## config.mk

```make
export PLATFORM = sky130hd
export DESIGN_NAME = buzz_sequencer_flat
export DESIGN_NICKNAME = d
export VERILOG_FILES = /design/src/rtl/buzz_sequencer_pkg.sv /design/src/rtl/buzz_sequencer_if.sv /design/src/rtl/buzz_sequencer_song_rom.sv /design/src/rtl/buzz_sequencer.sv /design/src/flat_wrapper.sv
export SDC_FILE = /design/constraint.sdc
export NUM_CORES = 1
export LEC_CHECK = 0
export BUFFER_PORTS_ARGS = -buffer_cell sky130_fd_sc_hd__buf_4
export CORE_ASPECT_RATIO = 2
export CORE_MARGIN = 4
export CORE_UTILIZATION = 40
export CTS_CLUSTER_DIAMETER = 50
export DETAILED_ROUTE_END_ITERATION = 7
export GPL_TIMING_DRIVEN = 0
export PLACE_DENSITY_LB_ADDON = 0.08
export RECOVER_POWER = 25
export SETUP_SLACK_MARGIN = 0.02
export SYNTH_ARGS = -nofsm -noshare
export SYNTH_HDL_FRONTEND = slang
export SYNTH_SLANG_ARGS = --single-unit
```

## constraint.sdc

```tcl
create_clock -name clk -period 2.7 [get_ports clk]
set_input_delay 0.135 -clock clk [delete_from_list [all_inputs] [get_ports clk]]
set_output_delay 0.135 -clock clk [all_outputs]
set_load 0.1 [all_outputs]
```

## src/rtl/buzz_sequencer_pkg.sv

```systemverilog
// Shared definitions for the melody sequencer: note codes, FSM states,
// the half-period lookup and the song ROM contents.
package buzz_pkg;

  localparam int SONG_LEN  = 32;
  localparam int NUM_SONGS = 4;
  localparam int ROM_DEPTH = NUM_SONGS * SONG_LEN;
  localparam int ROM_AW    = 7;

  // Note codes are chromatic: code = semitones above C4, plus one.
  localparam logic [4:0] REST     = 5'd0;
  localparam logic [4:0] C4       = 5'd1;
  localparam logic [4:0] CS4      = 5'd2;
  localparam logic [4:0] D4       = 5'd3;
  localparam logic [4:0] DS4      = 5'd4;
  localparam logic [4:0] E4       = 5'd5;
  localparam logic [4:0] F4       = 5'd6;
  localparam logic [4:0] FS4      = 5'd7;
  localparam logic [4:0] G4       = 5'd8;
  localparam logic [4:0] GS4      = 5'd9;
  localparam logic [4:0] A4       = 5'd10;
  localparam logic [4:0] AS4      = 5'd11;
  localparam logic [4:0] B4       = 5'd12;
  localparam logic [4:0] C5       = 5'd13;
  localparam logic [4:0] CS5      = 5'd14;
  localparam logic [4:0] D5       = 5'd15;
  localparam logic [4:0] DS5      = 5'd16;
  localparam logic [4:0] E5       = 5'd17;
  localparam logic [4:0] F5       = 5'd18;
  localparam logic [4:0] FS5      = 5'd19;
  localparam logic [4:0] G5       = 5'd20;
  localparam logic [4:0] GS5      = 5'd21;
  localparam logic [4:0] END_MARK = 5'd31;

  typedef enum logic [2:0] {
    ST_IDLE,
    ST_FETCH,
    ST_LOAD,
    ST_PLAY,
    ST_GAP
  } state_t;

  // Buzzer half-period count at 100 MHz: round(1e8 / (2 f)) - 1; 0 = silent.
  function automatic logic [31:0] half_period(input logic [4:0] code);
    logic [31:0] hp;
    hp = 32'd0;
    case (code)
      C4:  hp = 32'd191112;
      CS4: hp = 32'd180385;
      D4:  hp = 32'd170261;
      DS4: hp = 32'd160705;
      E4:  hp = 32'd151685;
      F4:  hp = 32'd143172;
      FS4: hp = 32'd135136;
      G4:  hp = 32'd127552;
      GS4: hp = 32'd120393;
      A4:  hp = 32'd113635;
      AS4: hp = 32'd107257;
      B4:  hp = 32'd101237;
      C5:  hp = 32'd95555;
      CS5: hp = 32'd90192;
      D5:  hp = 32'd85130;
      DS5: hp = 32'd80352;
      E5:  hp = 32'd75842;
      F5:  hp = 32'd71585;
      FS5: hp = 32'd67568;
      G5:  hp = 32'd63775;
      GS5: hp = 32'd60196;
      default: hp = 32'd0;
    endcase
    return hp;
  endfunction

  // Song table, entry = {note, beats-1}. Unused slots hold the end marker.
  function automatic logic [7:0] rom_entry(input logic [ROM_AW-1:0] addr);
    logic [7:0] e;
    e = {END_MARK, 3'd0};
    case (addr)
      7'd0:  e = {A4, 3'd1};
      7'd32: e = {A4, 3'd0};
      7'd33: e = {REST, 3'd0};
      7'd34: e = {A4, 3'd0};
      7'd64: e = {C4, 3'd0};
      7'd65: e = {E4, 3'd0};
      7'd96: e = {G4, 3'd1};
      7'd97: e = {C5, 3'd2};
      default: e = {END_MARK, 3'd0};
    endcase
    return e;
  endfunction

endpackage

```

## src/rtl/buzz_sequencer_if.sv

```systemverilog
// Control/status bundle between the user-mode FSM (master) and the
// melody sequencer (slave).
interface buzz_sequencer_if;
  logic        start;
  logic        stop;
  logic        pause;
  logic        loop;
  logic [1:0]  song_sel;
  logic [31:0] frequency;
  logic        modechange;
  logic        busy;
  logic        done;
  logic [4:0]  note_idx;

  modport master (
    output start, stop, pause, loop, song_sel,
    input  frequency, modechange, busy, done, note_idx
  );

  modport slave (
    input  start, stop, pause, loop, song_sel,
    output frequency, modechange, busy, done, note_idx
  );
endinterface

```

## src/rtl/buzz_sequencer_song_rom.sv

```systemverilog
// Song storage: 4 songs x 32 entries, synchronous read, one cycle latency.
module song_rom
  import buzz_pkg::*;
(
  input  logic              clk,
  input  logic [ROM_AW-1:0] addr,
  output logic [7:0]        data
);
  logic [7:0] mem [ROM_DEPTH];
  logic [7:0] data_d;
  logic [7:0] data_q;

  for (genvar gi = 0; gi < ROM_DEPTH; gi++) begin : g_rom
    assign mem[gi] = rom_entry(ROM_AW'(gi));
  end

  // Address decode feeding the read register.
  always_comb data_d = mem[addr];

  // Registered read port.
  always_ff @(posedge clk) data_q <= data_d;

  assign data = data_q;
endmodule

```

## src/rtl/buzz_sequencer.sv

```systemverilog
// Melody sequencer: walks a song in the note ROM and drives the buzzer
// half-period, with articulation gaps, pause hold, loop and stop.
module buzz_sequencer
  import buzz_pkg::*;
#(
  parameter int BEAT_CYCLES = 25_000_000,
  parameter int GAP_CYCLES  = 2_500_000
) (
  input logic             clk,
  input logic             reset,
  buzz_sequencer_if.slave bus
);
  localparam logic [24:0] BEAT_LAST = 25'(BEAT_CYCLES - 1);
  localparam logic [24:0] GAP_LAST  = 25'(GAP_CYCLES - 1);
  localparam logic [5:0]  IDX_END   = 6'(SONG_LEN);

  state_t      state_q, state_d;
  logic [1:0]  song_q, song_d;
  logic [5:0]  idx_q, idx_d;   // one extra bit so SONG_LEN itself is visible
  logic [24:0] cyc_q, cyc_d;
  logic [2:0]  beat_q, beat_d;
  logic [31:0] tone_q, tone_d;
  logic [31:0] freq_q, freq_d;
  logic        hold_q, hold_d; // pause as applied on the previous cycle
  logic        mc_q, mc_d;
  logic        done_q, done_d;

  logic [ROM_AW-1:0] rom_addr;
  logic [7:0]        rom_data;
  logic [4:0]        rom_note;
  logic [2:0]        rom_dur;

  assign rom_addr = {song_q, idx_q[4:0]};
  assign rom_note = rom_data[7:3];
  assign rom_dur  = rom_data[2:0];

  song_rom u_rom (
    .clk  (clk),
    .addr (rom_addr),
    .data (rom_data)
  );

  // Next-state, counters and output values. Counters advance only for
  // cycles that were actually sounding/gapping (hold_q low), so a paused
  // note still gets its full beat count of audible cycles.
  always_comb begin
    state_d = state_q;
    song_d  = song_q;
    idx_d   = idx_q;
    cyc_d   = cyc_q;
    beat_d  = beat_q;
    tone_d  = tone_q;
    freq_d  = freq_q;
    hold_d  = hold_q;
    mc_d    = 1'b0;
    done_d  = 1'b0;

    if (state_q != ST_IDLE && bus.stop) begin
      state_d = ST_IDLE;
      freq_d  = 32'd0;
      mc_d    = 1'b1;
      hold_d  = 1'b0;
      cyc_d   = 25'd0;
      beat_d  = 3'd0;
    end else begin
      case (state_q)
        ST_IDLE: begin
          if (bus.start) begin
            state_d = ST_FETCH;
            song_d  = bus.song_sel;
            idx_d   = 6'd0;
          end
        end
        ST_FETCH: state_d = ST_LOAD;
        ST_LOAD: begin
          if (rom_note == END_MARK || idx_q == IDX_END) begin
            if (bus.loop) begin
              idx_d   = 6'd0;
              state_d = ST_FETCH;
            end else begin
              state_d = ST_IDLE;
              done_d  = 1'b1;
            end
          end else begin
            state_d = ST_PLAY;
            tone_d  = half_period(rom_note);
            freq_d  = bus.pause ? 32'd0 : half_period(rom_note);
            hold_d  = bus.pause;
            mc_d    = 1'b1;
            cyc_d   = 25'd0;
            beat_d  = rom_dur;
          end
        end
        ST_PLAY: begin
          hold_d = bus.pause;
          freq_d = bus.pause ? 32'd0 : tone_q;
          mc_d   = (bus.pause != hold_q);
          if (!hold_q) begin
            if (cyc_q == BEAT_LAST) begin
              cyc_d = 25'd0;
              if (beat_q == 3'd0) begin
                state_d = ST_GAP;
                freq_d  = 32'd0;
                mc_d    = 1'b1;
              end else begin
                beat_d = beat_q - 3'd1;
              end
            end else begin
              cyc_d = cyc_q + 25'd1;
            end
          end
        end
        ST_GAP: begin
          hold_d = bus.pause;
          freq_d = 32'd0;
          mc_d   = (bus.pause != hold_q);
          if (!hold_q) begin
            if (cyc_q == GAP_LAST) begin
              cyc_d   = 25'd0;
              state_d = ST_FETCH;
              idx_d   = idx_q + 6'd1;
              hold_d  = 1'b0;
              mc_d    = 1'b0;
            end else begin
              cyc_d = cyc_q + 25'd1;
            end
          end
        end
        default: state_d = ST_IDLE;
      endcase
    end
  end

  // State and output registers, cleared by the asynchronous reset.
  always_ff @(posedge clk or negedge reset) begin
    if (!reset) begin
      state_q <= ST_IDLE;
      song_q  <= 2'd0;
      idx_q   <= 6'd0;
      cyc_q   <= 25'd0;
      beat_q  <= 3'd0;
      tone_q  <= 32'd0;
      freq_q  <= 32'd0;
      hold_q  <= 1'b0;
      mc_q    <= 1'b0;
      done_q  <= 1'b0;
    end else begin
      state_q <= state_d;
      song_q  <= song_d;
      idx_q   <= idx_d;
      cyc_q   <= cyc_d;
      beat_q  <= beat_d;
      tone_q  <= tone_d;
      freq_q  <= freq_d;
      hold_q  <= hold_d;
      mc_q    <= mc_d;
      done_q  <= done_d;
    end
  end

  assign bus.frequency  = freq_q;
  assign bus.modechange = mc_q;
  assign bus.busy       = (state_q != ST_IDLE);
  assign bus.done       = done_q;
  assign bus.note_idx   = idx_q[4:0];
endmodule

```

## src/flat_wrapper.sv

```systemverilog
// flat-port wrapper written by rule: the top's interface ports become plain ports
module buzz_sequencer_flat import buzz_pkg::*;
#(
  parameter int BEAT_CYCLES = 25_000_000,
  parameter int GAP_CYCLES  = 2_500_000
)
  (clk, reset, bus_start, bus_stop, bus_pause, bus_loop, bus_song_sel, bus_frequency, bus_modechange, bus_busy, bus_done, bus_note_idx);
  buzz_sequencer_if bus_i ();
  input logic clk;
  input logic reset;
  input wire logic [$bits(bus_i.start)-1:0] bus_start;
  input wire logic [$bits(bus_i.stop)-1:0] bus_stop;
  input wire logic [$bits(bus_i.pause)-1:0] bus_pause;
  input wire logic [$bits(bus_i.loop)-1:0] bus_loop;
  input wire logic [$bits(bus_i.song_sel)-1:0] bus_song_sel;
  output wire logic [$bits(bus_i.frequency)-1:0] bus_frequency;
  output wire logic [$bits(bus_i.modechange)-1:0] bus_modechange;
  output wire logic [$bits(bus_i.busy)-1:0] bus_busy;
  output wire logic [$bits(bus_i.done)-1:0] bus_done;
  output wire logic [$bits(bus_i.note_idx)-1:0] bus_note_idx;
  assign bus_i.start = bus_start;
  assign bus_i.stop = bus_stop;
  assign bus_i.pause = bus_pause;
  assign bus_i.loop = bus_loop;
  assign bus_i.song_sel = bus_song_sel;
  assign bus_frequency = bus_i.frequency;
  assign bus_modechange = bus_i.modechange;
  assign bus_busy = bus_i.busy;
  assign bus_done = bus_i.done;
  assign bus_note_idx = bus_i.note_idx;
  buzz_sequencer #(.BEAT_CYCLES(BEAT_CYCLES), .GAP_CYCLES(GAP_CYCLES)) u_core (.clk(clk), .reset(reset), .bus(bus_i));
endmodule
```

==> results.ini <==
[run_status]
status=complete, but fails checks
violations=capacitance limit, slew limit, setup timing

[cts]
holdBufCountCts=0
path_clk_slew_ps=70
clkLatencyLatePin_ps=350
cts.sinks=85
cts_buffers=9
clock-root-buffer=clkbuf_16
tritoncts=yes
htree_num_levels=3
clk_path_buf_depth=2

[pwr]
vdd_drop_max_v=0.000809
leakage_nw=2.69
p_per_area_nw_per_um2=1210

[timing]
setup_tns_ps=-20.3
finalSetupViolations=1
worst_slew_pin_slew_ps=2070
fin_ws_ps=-20.3
rsz0062_at_grt=true
skew_ps=7.65
drv_slew=79
finalCritPeriodShare=1.01
period_minus_slack_ps=2720
timing.fmax_ghz=0.368
hold_violations=0
relSlewSlack=-0.378

[floorplanning]
io_pins=48
row_count=58
die_area_um2=14800
coreArea_um2=12600
die_y_um=168
die_w_um=87.9
start_util=0.407

[route]
vias=4744
finalWirelength_mm=16.3
dr.pass1.iters=5
drt_iter0_markers=224
drc_errors=0
ant_nets=0
viasPerCell=5.81
routedWlPerCell_um=19.9

[placed_design]
gp_congestion=0.957
portBuffers=33
dp_hpwl_mm=12.4

[synthesis]
netlist_area_um2=5110
synthFlopType=dfrtp_1
syn_avg_cell_area_um2=8.55
ys_seq_area_frac=0.409
synth_async_sr_flop_share=0.918
synth_edf_count=0
ys_seq_elements=85
yosys_warnings=0
yosys.cell_types.count=61
synth_cells=598

[cells_and_area]
fillers=1266
area_delta_synth_final_pct=18.7
fin_nets=689
drive_gt1_frac=0.171
final_core_util=0.484
antenna_cells=0

[worst_setup_path]
start_kind=flip-flop
endpoint_kind=flip-flop
cp_max_fo=8
cp.arrival_ps=2960
path_class=reg -> reg
rr_worst_depth=6
worstPathRequired_ps=2940
setup.worst_path.start=u_core.cyc_q[7]
r2r_start=u_core.cyc_q[7]

[global_route]
grt_usage=0.226
grt_antenna_before_repair=0
grt_first_pass_wirelength_mm=25.2
grt_pass1_vias=4723
grt_overflow=0
grt_max_degree=79

[hold_path]
hp-start=bus_song_sel[1]
holdPathStages=2
hold_class=in -> reg

[run]
drv_cap=1

-- layer usage --
layer  up-vias  wire length, µm  track usage
met3        58              439       0.0235
met4         0             1030        0.146
met5         -                0            0
li1       2266                -            -
met2       126             9570        0.442
met1      2294             5210        0.205
-- final timing paths --
path,to,slack (ps)
worst min register to register,u_core.tone_q[16],480
min in group asynchronous,u_core.bus.frequency[8],380
worst min-delay path,u_core.song_q[1],20
worst max register to register,u_core.beat_q[2],-20
max in group asynchronous,u_core.cyc_q[7],960
worst max-delay path,u_core.beat_q[2],-20
-- synthesized netlist by cell type, drive strengths merged (9+ instances only) --
master | n | area, µm²
a21o | 12 | 90.1
a21oi | 40 | 200
a22o | 15 | 135
a22oi | 17 | 128
buf | 26 | 176
clkbuf | 28 | 106
dfrtp | 78 | 1950
ha | 20 | 250
inv | 20 | 75.1
nand2 | 67 | 251
nand2b | 9 | 56.3
nand3 | 22 | 110
nand4 | 12 | 81.3
nor2 | 39 | 146
nor3 | 14 | 70.1
o21ai | 72 | 360
-- what timing repair did --
item	CTS	global route
buffers inserted	2	4
pin swaps	2	3
setup endpoints to repair	42	52
resized for setup	5	22
-- sequential cells by signal, summed over array words and instances (netlist names) --
name	count
u_core.beat_q	3
u_core.bus.done	1
u_core.bus.frequency	18
u_core.bus.modechange	1
u_core.cyc_q	25
u_core.hold_q	1
u_core.idx_q	6
u_core.song_q	2
u_core.state_q	3
u_core.tone_q	18
u_core.u_rom.data	7
-- layout make-up --
type,count,area (µm²),area share
multi-input combinational,452,2780,0.458
sequential,85,2090,0.345
tap,150,188,0.0309
timing repair buffer,39,290,0.0478
clock inverter,7,128,0.0210
buffer,54,293,0.0482
clock buffer,9,225,0.0371
inverter,20,75.1,0.0124
-- kinds of logic (layout without fill, tap and decap cells) --
family / count (synthesis) / count (layout) / synth area share
XOR/XNOR: 1 / 1 / 0.00171
other: 1 / 14 / 0.000734
multiplexers: 9 / 9 / 0.0191
flip-flops: 85 / 85 / 0.409
AND/OR/NAND/NOR: 212 / 212 / 0.209
adder cells (fa/ha/maj): 20 / 20 / 0.0489
buffers and inverters: 74 / 129 / 0.0700
AO/OA/AOI/OAI: 196 / 196 / 0.242
-- through the flow --
stage                     power (mW)  hold slack [ps]  worst slack (ps)  instance area [µm²]  std cells
after floorplan                 4.62             -161              43.2                 5160        611
after global placement          5.73              369              -208                 5600        794
after detailed placement        5.75              376              -225                 5600        794
after CTS                       7.29             9.35             0.566                 5990        812
after global routing            7.74             25.3             -23.4                 6070        816
final                           7.33             17.5             -20.3                 6070        816
-- report_power, final --
group          internal, mW  switching [mW]
sequential             1.61           0.245
clock                 0.921           0.568
combinational          1.12            2.86
-- layout by cell type, fill, tap and decap left out, types with 19 or more instances in the layout --
master,count
dfrtp_1,77
o21ai_0,71
nand2_1,66
buf_4,58
a21oi_1,40
nor2_1,38
clkbuf_1,24
nand3_1,22
inv_1,20
ha_1,19
-- critical path, stage by stage (launching register included) --
cell and delay (ps):
dfrtp_2 470, or4b_2 670, nor4_1 250, nand3_1 210, o21ai_0 550, o21ai_0 190, a22o_1 270
(Power assumes the default switching activity.)
